[config.mk]
export PLATFORM = sky130hd
export DESIGN_NAME = vga_tile_addr_gen_flat
export DESIGN_NICKNAME = d
export VERILOG_FILES = /design/src/rtl/vga_tile_addr_gen_if.sv /design/src/rtl/vga_tile_addr_gen.sv /design/src/flat_wrapper.sv
export SDC_FILE = /design/constraint.sdc
export NUM_CORES = 1
export LEC_CHECK = 0
export CORE_MARGIN = 8
export CORE_UTILIZATION = 30
export DETAILED_ROUTE_END_ITERATION = 7
export GPL_TIMING_DRIVEN = 0
export PLACE_DENSITY = 0.55
export SYNTH_ARGS = -nofsm -noshare
export SYNTH_HDL_FRONTEND = slang
export SYNTH_SLANG_ARGS = --single-unit
[constraint.sdc]
create_clock -name clk -period 18.6 [get_ports clk]
set_input_delay 3.72 -clock clk [delete_from_list [all_inputs] [get_ports clk]]
set_output_delay 3.72 -clock clk [all_outputs]
set_load 0.005 [all_outputs]
[src/rtl/vga_tile_addr_gen_if.sv]
// Pixel-position / tile-address bundle between the VGA driver side and the
// tile address generator.
interface vga_tile_addr_gen_if #(
   parameter int PW = 12,
   parameter int AW = 8
);
   logic [PW-1:0] pos_x;
   logic [PW-1:0] pos_y;
   logic [2:0]    mode;
   logic [AW-1:0] scroll_x;
   logic [AW-1:0] addr_out;
   logic          in_grid;
   logic          frame_start;

   modport master (
      output pos_x, pos_y, mode, scroll_x,
      input  addr_out, in_grid, frame_start
   );

   modport slave (
      input  pos_x, pos_y, mode, scroll_x,
      output addr_out, in_grid, frame_start
   );
endinterface

[src/rtl/vga_tile_addr_gen.sv]
// Two-stage pipeline mapping the VGA next-pixel position to a tile address,
// with mode and scroll latched once per frame so a frame never tears.
module vga_tile_addr_gen #(
   parameter int SCREEN_X   = 1024,
   parameter int SCREEN_Y   = 768,
   parameter int SCALE_LOG2 = 6,
   parameter int PW         = 12,
   parameter int AW         = 8,
   parameter int GRID_W     = SCREEN_X >> SCALE_LOG2,
   parameter int GRID_H     = SCREEN_Y >> SCALE_LOG2
) (
   input logic              clk,
   input logic              rst,
   vga_tile_addr_gen_if.slave bus
);
   localparam int TW = PW - SCALE_LOG2;
   localparam int WW = PW + AW;
   localparam logic [WW-1:0] GW = WW'(GRID_W);
   localparam logic [WW-1:0] GH = WW'(GRID_H);

   logic          prev_zero_q;
   logic [2:0]    shadow_mode_q, shadow_mode_d;
   logic [AW-1:0] shadow_scroll_q, shadow_scroll_d;

   logic [TW-1:0] tx_q, tx_d;
   logic [TW-1:0] ty_q, ty_d;
   logic          v_q, v_d;
   logic          fs1_q;

   logic [AW-1:0] addr_q, addr_d;
   logic          in_grid_q;
   logic          fs2_q;

   logic          is_zero;
   logic          fs_det;
   logic [WW-1:0] sx;
   logic [WW-1:0] row;

   always_comb begin
      is_zero = (bus.pos_x == '0) && (bus.pos_y == '0);
      fs_det  = is_zero && !prev_zero_q;

      tx_d = bus.pos_x[PW-1:SCALE_LOG2];
      ty_d = bus.pos_y[PW-1:SCALE_LOG2];
      v_d  = (WW'(tx_d) < GW) && (WW'(ty_d) < GH);

      shadow_mode_d   = shadow_mode_q;
      shadow_scroll_d = shadow_scroll_q;
      if (fs_det) begin
         shadow_mode_d   = bus.mode;
         // An out-of-range scroll would break the single-subtract wrap below.
         shadow_scroll_d = (WW'(bus.scroll_x) >= GW) ? '0 : bus.scroll_x;
      end
   end

   always_comb begin
      sx = WW'(tx_q) + WW'(shadow_scroll_q);
      if (sx >= GW) begin
         sx = sx - GW;
      end
      row = WW'(ty_q) * GW;

      case (shadow_mode_q)
         3'd1:    addr_d = AW'(sx);
         3'd2:    addr_d = AW'(ty_q);
         3'd3:    addr_d = AW'(sx + WW'(ty_q));
         3'd4:    addr_d = AW'(sx * WW'(ty_q));
         3'd5:    addr_d = AW'((GW - WW'(1) - sx) + row);
         default: addr_d = AW'(sx + row);
      endcase
      if (!v_q) begin
         addr_d = '0;
      end
   end

   always_ff @(posedge clk or posedge rst) begin
      if (rst) begin
         prev_zero_q     <= 1'b0;
         shadow_mode_q   <= '0;
         shadow_scroll_q <= '0;
         tx_q            <= '0;
         ty_q            <= '0;
         v_q             <= 1'b0;
         fs1_q           <= 1'b0;
         addr_q          <= '0;
         in_grid_q       <= 1'b0;
         fs2_q           <= 1'b0;
      end else begin
         prev_zero_q     <= is_zero;
         shadow_mode_q   <= shadow_mode_d;
         shadow_scroll_q <= shadow_scroll_d;
         tx_q            <= tx_d;
         ty_q            <= ty_d;
         v_q             <= v_d;
         fs1_q           <= fs_det;
         addr_q          <= addr_d;
         in_grid_q       <= v_q;
         fs2_q           <= fs1_q;
      end
   end

   assign bus.addr_out    = addr_q;
   assign bus.in_grid     = in_grid_q;
   assign bus.frame_start = fs2_q;
endmodule

[src/flat_wrapper.sv]
// flat-port wrapper written by rule: the top's interface ports become plain ports
module vga_tile_addr_gen_flat 
#(
   parameter int SCREEN_X   = 1024,
   parameter int SCREEN_Y   = 768,
   parameter int SCALE_LOG2 = 6,
   parameter int PW         = 12,
   parameter int AW         = 8,
   parameter int GRID_W     = SCREEN_X >> SCALE_LOG2,
   parameter int GRID_H     = SCREEN_Y >> SCALE_LOG2
)
  (clk, rst, bus_pos_x, bus_pos_y, bus_mode, bus_scroll_x, bus_addr_out, bus_in_grid, bus_frame_start);
  vga_tile_addr_gen_if #(.PW(PW), .AW(AW)) bus_i ();
  input logic clk;
  input logic rst;
  input wire logic [$bits(bus_i.pos_x)-1:0] bus_pos_x;
  input wire logic [$bits(bus_i.pos_y)-1:0] bus_pos_y;
  input wire logic [$bits(bus_i.mode)-1:0] bus_mode;
  input wire logic [$bits(bus_i.scroll_x)-1:0] bus_scroll_x;
  output wire logic [$bits(bus_i.addr_out)-1:0] bus_addr_out;
  output wire logic [$bits(bus_i.in_grid)-1:0] bus_in_grid;
  output wire logic [$bits(bus_i.frame_start)-1:0] bus_frame_start;
  assign bus_i.pos_x = bus_pos_x;
  assign bus_i.pos_y = bus_pos_y;
  assign bus_i.mode = bus_mode;
  assign bus_i.scroll_x = bus_scroll_x;
  assign bus_addr_out = bus_i.addr_out;
  assign bus_in_grid = bus_i.in_grid;
  assign bus_frame_start = bus_i.frame_start;
  vga_tile_addr_gen #(.SCREEN_X(SCREEN_X), .SCREEN_Y(SCREEN_Y), .SCALE_LOG2(SCALE_LOG2), .PW(PW), .AW(AW), .GRID_W(GRID_W), .GRID_H(GRID_H)) u_core (.clk(clk), .rst(rst), .bus(bus_i));
endmodule
* Word-level counts from Yosys, hierarchy flattened *
Cells that the tools add are included.

operators by class
  multipliers = 1
  magnitude comparators = 4
  $add $sub $neg = 6
  multiplexer cells = 4
  reduce and logical (&&, ||, !) cells = 6
  equality and inequality tests = 5

operators by type and width
  cell                                                                                  count
  8-bit case mux with 5 select lines                                                    1
  12-bit logical NOT                                                                    2
  20-bit by 5-bit greater-or-equal comparator with 1-bit output, second input constant  1
  20-bit by 6-bit multiplier with 8-bit output                                          1
  20-bit two-way mux                                                                    1
  20-bit by 5-bit subtractor with 20-bit output, second input constant                  1
  8-bit adder                                                                           2
  8-bit two-way mux                                                                     2
  6-bit by 8-bit adder with 9-bit output                                                1
  8-bit by 6-bit adder with 8-bit output                                                1
  8-bit by 5-bit greater-or-equal comparator with 1-bit output, second input constant   1
  4-bit by 8-bit subtractor with 8-bit output, first input constant                     1
  3-bit by 2-bit equality test with 1-bit output, second input constant                 2
  3-bit equality test, second input constant                                            2
  6-bit by 4-bit < comparator with 1-bit output, second input constant                  1
  6-bit by 5-bit < comparator with 1-bit output, second input constant                  1
  3-bit by 1-bit equality test with 1-bit output, second input constant                 1
  1-bit logical AND                                                                     3
  1-bit logical NOT                                                                     1

word-level totals
  register bits = 36
  word-level logic and storage cells = 36
  input bits = 37

* Logic depth before layout (Yosys ltp) *
  depth after elaboration = 7
  gate-level depth with buffers = 27
  depth with buffers taken out = 27

* Worst setup path after synthesis *
No wires, ideal clock.

  path kind = flip-flop to flip-flop
  start point = register u_core.tx_q[0]
  end point = register u_core.addr_q[7] (netlist: u_core.bus.addr_out[7])
  cell stages (with the launch flop) = 28
  setup time = 0.128 ns
  setup slack = 12.258 ns
  arrival = 6.213 ns
  period minus slack after synthesis = 6.342 ns
  required time = 18.472 ns
  cells stage by stage = dfrtp_1 > ha_1 > fa_1 > a211oi_1 > nor2_1 > a21o_2 > inv_1 > ha_1 > nand4bb_1 > or4_4 > and2_2 > and3_1 > a21oi_1 > ha_1 > fa_1 > ha_1 > fa_1 > inv_1 > fa_1 > inv_1 > a21o_1 > a21oi_1 > xnor2_1 > xnor2_1 > xnor2_1 > xnor2_1 > xor2_1 > o22ai_1

between the ends
  cells in the longest elaborated chain, start to end = 7
  elaborated cells on any way between the ends = 11

RTL lines
  element                                                                                                                         RTL line                                          RTL
  start, declared                                                                                                                 vga_tile_addr_gen.sv:25                           logic [TW-1:0] tx_q, tx_d;
  start signal, assigned                                                                                                          vga_tile_addr_gen.sv:92                           tx_q <= tx_d;
  6-bit by 8-bit adder with 9-bit output (*)                                                                                      vga_tile_addr_gen.sv:57                           sx = WW'(tx_q) + WW'(shadow_scroll_q);
  20-bit by 5-bit subtractor with 20-bit output or 20-bit by 5-bit greater-or-equal comparator with 1-bit output (tied branches)  vga_tile_addr_gen.sv:59, vga_tile_addr_gen.sv:58
  20-bit two-way mux (*)                                                                                                          vga_tile_addr_gen.sv:58                           if (sx >= GW) begin
  branches (longest 2 deep; another with 20-bit by 6-bit multiplier with 8-bit output)                                            n/a
  8-bit case mux with 5 select lines (*)                                                                                          vga_tile_addr_gen.sv:63                           case (shadow_mode_q)
  8-bit two-way mux (*)                                                                                                           vga_tile_addr_gen.sv:71                           if (!v_q) begin
  via u_core.addr_d[7]                                                                                                            vga_tile_addr_gen.sv:30                           logic [AW-1:0] addr_q, addr_d;
  end signal, assigned                                                                                                            vga_tile_addr_gen.sv:96                           addr_q <= addr_d;
  end, declared                                                                                                                   vga_tile_addr_gen.sv:30

Mark *: on every way through the listed nets, which the timed path passes.
A chain may end at the register's enable or synchronous reset.

* Worst setup path after layout *
  start point = register u_core.shadow_scroll_q[0]
  end point = register u_core.addr_q[7] (netlist: u_core.bus.addr_out[7])

between the ends
  cells in the longest elaborated chain, start to end = 7
  elaborated cells on any way between the ends = 11

RTL lines
  element                                                                                                                         RTL line                                          RTL
  start, declared                                                                                                                 vga_tile_addr_gen.sv:23                           logic [AW-1:0] shadow_scroll_q, shadow_scroll_d;
  start signal, assigned                                                                                                          vga_tile_addr_gen.sv:91                           shadow_scroll_q <= shadow_scroll_d;
  6-bit by 8-bit adder with 9-bit output (*)                                                                                      vga_tile_addr_gen.sv:57
  20-bit by 5-bit subtractor with 20-bit output or 20-bit by 5-bit greater-or-equal comparator with 1-bit output (tied branches)  vga_tile_addr_gen.sv:59, vga_tile_addr_gen.sv:58
  20-bit two-way mux (*)                                                                                                          vga_tile_addr_gen.sv:58
  branches (longest 2 deep; another with 20-bit by 6-bit multiplier with 8-bit output)                                            n/a
  8-bit case mux with 5 select lines (*)                                                                                          vga_tile_addr_gen.sv:63
  8-bit two-way mux (*)                                                                                                           vga_tile_addr_gen.sv:71
  via u_core.addr_d[7]                                                                                                            vga_tile_addr_gen.sv:30

Marked as above.

==> results.yml <==
status:
  status: "complete, no violations"
sta:
  rsz0062_at_grt: "no"
  tightest_slew_ns: 1.259
  tns_ns: 0
  slew_violations: 0
  layout_setup_ws_ns: 11.45
  hold_violations: 0
  max_freq_mhz: 139.9
  relSlewSlack_pct: 15.40
  finalSetupViolCount: 0
  finalCritPeriodShare_pct: 38.42
  fin_crit_ns: 7.146
  clock_skew_ns: 0.003651
synthesis:
  syn_area_um2: 3358
  yosys.area.top_type: "dfrtp_1"
  yosysUniqueCellTypes: 62
  ys_async_sr_fraction_pct: 100.0
  avgSynthCellArea_um2: 8.979
  synthCells: 374
  synth_top_cell_area_share_pct: 26.83
  ys_seq_area_share_pct: 26.83
  ys_top_cells_by_area: "dfrtp_1 27%, ha_1 11%, fa_1 10%, o21ai_0 4.3%, inv_1 4.2%"
  syn_nets: 458
  yosys_register_bits: 36
  ys.flop_type: "dfrtp_1"
  synth-edff-count: 0
  yosysWarningCount: 0
route:
  drtPass1Iterations: 4
  drtIter0Drc: 170
  via_per_inst: 5.023
  route.antenna.remaining_nets: 0
  finalWirelength_um: 8857
  drcViolationCount: 0
  dr_total_vias: 2848
  wl_per_cell_um: 15.62
grt:
  grt_use_total_pct: 12.28
  grt_pass1_vias: 2986
  grt_max_degree: 37
  gr-total-overflow: 0
  grt_pass1_wl_um: 14670
  antenna_found_initial: 0
critical_path:
  worstSetupStartpointType: "register"
  path_max_fanout: 6
  arrival_ns: 7.31
  critical_path_class: "register to register"
  cp.required_ns: 18.77
  crit_path_end_kind: "register"
floorplanning:
  start_util_pct: 30.84
  rows: 38
  io_pins: 47
  die_w_um: 121.8
  core_um2: 10890
  fp.dieH_um: 121.8
  dieArea_um2: 14840
cells_and_area:
  area_growth_pct: 21.24
  fillers: 1121
  layout-drive-gt1-share_pct: 7.963
  final_nets: 511
  multi_input_area_um2: 2205
  regArea_um2: 900.9
  antenna_cells: 0
  stdcell_count: 567
clock_tree:
  cts_max_level: 2
  cts-hold-fix-buffers: 0
  path_clk_slew_ns: 0.07
  clock_sinks: 36
  cts_resized: 0
  root_buffer: "clkbuf_8"
  cts_buffers: 5
  clockBufferDepth: 2
  insertion_delay_ns: 0.29
  cts_setup_buffers: 0
  cts_tree: "done"
pwr:
  p_leak_nw: 1.800
  ir_drop_v: 0.00002306
  p_per_area_nw_per_um2: 63.88
  power_uw: 260.1
min_path:
  hp-class: "register to register"
place:
  placedCellCount: 560
  hpwl_um: 7151
  port_buffers: 46
  globalplace.congestion: 0.8989
  dpl_worst_slack_ns: 11.48
flow_run:
  drv_cap: 0
[final cells by class]
cell class              count  share of cell area [%]
multi-input cells         285                   54.15
flip-flops and latches     36                   22.13
repair buffers             46                   11.31
well taps                 140                   4.302
inverters                  39                   3.596
plain buffers              14                   2.612
clock buffers               6                   1.782
clock inverters             1                  0.1229
[where the power goes]
group / switching (mW) / total [mW] / internal (mW)
logic: 0.0656 / 0.125 / 0.0592
registers: 0.00215 / 0.0820 / 0.0798
clock network: 0.0278 / 0.0533 / 0.0255
[stage by stage]
stage / utilization, % / area [um2] / hold slack [ns]
after global routing: 37.39 / 4071 / 0.3634
after floorplan: - / 3358 / 0.3312
after CTS: 37.39 / 4071 / 0.3543
after global placement: 36.68 / 3994 / 0.3353
after detailed placement: 36.68 / 3994 / 0.3373
final: 37.39 / 4071 / 0.3579
[state kept, by name, summed over array words and instances (netlist names)]
register	count
u_core.ty_q	6
u_core.fs1_q	1
u_core.tx_q	6
u_core.bus.addr_out	8
u_core.bus.in_grid	1
u_core.shadow_mode_q	3
u_core.bus.frame_start	1
u_core.v_q	1
u_core.prev_zero_q	1
u_core.shadow_scroll_q	8
[cells in the mapped netlist (all sizes together) (2+ instances only)]
| master | number |
|---|---|
| a211oi | 5 |
| a21boi | 3 |
| o211ai | 2 |
| a31oi | 2 |
| nor3 | 8 |
| dfrtp | 36 |
| o22ai | 6 |
| o21a | 5 |
| nand3b | 2 |
| a21o | 9 |
| a22oi | 3 |
| inv | 39 |
| nor4 | 7 |
| nor2 | 20 |
| and2 | 11 |
| ha | 30 |
| nand4 | 3 |
| o31ai | 2 |
| and3 | 4 |
| xor2 | 4 |
| nand3 | 5 |
| clkbuf | 5 |
| mux2 | 2 |
| a211o | 2 |
| nor2b | 10 |
| or2 | 2 |
| a21oi | 21 |
| or3 | 2 |
| buf | 9 |
| nand2 | 33 |
| o21ai | 30 |
| mux2i | 2 |
| fa | 17 |
| xnor2 | 16 |
[worst paths after layout]
kind / from / to / slack, ns / cells past startpoint
min in group asynchronous: rst / u_core.bus.addr_out[0]$_DFF_PP0_ / 3.89 / 2
worst min register to register: u_core.fs1_q$_DFF_PP0_ / u_core.bus.frame_start$_DFF_PP0_ / 0.36 / 0
worst max register to register: u_core.shadow_scroll_q[0]$_DFFE_PP0P_ / u_core.bus.addr_out[7]$_DFF_PP0_ / 11.45 / 27
worst max-delay path: u_core.shadow_scroll_q[0]$_DFFE_PP0P_ / u_core.bus.addr_out[7]$_DFF_PP0_ / 11.45 / 27
max in group asynchronous: rst / u_core.ty_q[1]$_DFF_PP0_ / 14.22 / 2
worst min-delay path: u_core.fs1_q$_DFF_PP0_ / u_core.bus.frame_start$_DFF_PP0_ / 0.36 / 0
[placed cells by master (no fill, tap or decap), types with 3 or more instances in the layout]
cell / instances
clkbuf_1: 6
and3_1: 4
nand4_1: 3
xor2_1: 4
buf_6: 6
nor4_1: 7
a21o_1: 7
xnor2_1: 14
clkdlybuf4s50_1: 46
a22oi_1: 3
dfrtp_1: 36
clkbuf_8: 5
o21a_1: 5
a21oi_1: 21
nand3_1: 5
o21ai_0: 29
a211oi_1: 4
nor2b_1: 10
nor3_1: 8
nand2_1: 33
fa_1: 17
ha_1: 30
and2_1: 10
nor2_1: 20
inv_1: 37
o22ai_1: 6
[worst max-delay path: stages, from the launching register on]
cell       delay [ns]
dfrtp_1          0.40
ha_1             0.24
fa_1             0.53
a211oi_1         0.33
nor2_1           0.09
a21o_2           0.24
inv_1            0.10
ha_1             0.18
nand4bb_1        0.12
or4_4            0.45
and2_2           0.20
and3_1           0.18
a21oi_1          0.50
ha_1             0.37
fa_1             0.43
ha_1             0.33
fa_1             0.57
inv_1            0.07
fa_1             0.45
inv_1            0.07
a21o_1           0.11
a21oi_1          0.08
xnor2_1          0.14
xnor2_1          0.21
xnor2_1          0.16
xnor2_1          0.15
xor2_1           0.21
o22ai_1          0.10
[per-layer routing]
layer  wire length (um)  share of wire (%)  global-route usage (%)  vias up
met4                169                1.9                   4.549        0
li1                   -                  -                       -     1408
met1               4097                 46                   15.87     1351
met5                  0                  0                       0        -
met2               4108                 46                   19.58       77
met3                482                5.4                   2.823       12
[kinds of logic (layout without fill, tap and decap cells)]
kind of cell / after synthesis / after routing / synth area share [%]
and+or+nand+nor: 113 / 113 / 17.21
AOI/OAI and AO/OA: 101 / 101 / 19.86
buffers and inverters: 53 / 106 / 7.526
adders and majority gates: 47 / 47 / 21.31
DFF: 36 / 36 / 26.83
xor gates and xnor gates: 20 / 20 / 5.999
muxes: 4 / 4 / 1.267
(Power assumes the default switching activity.)
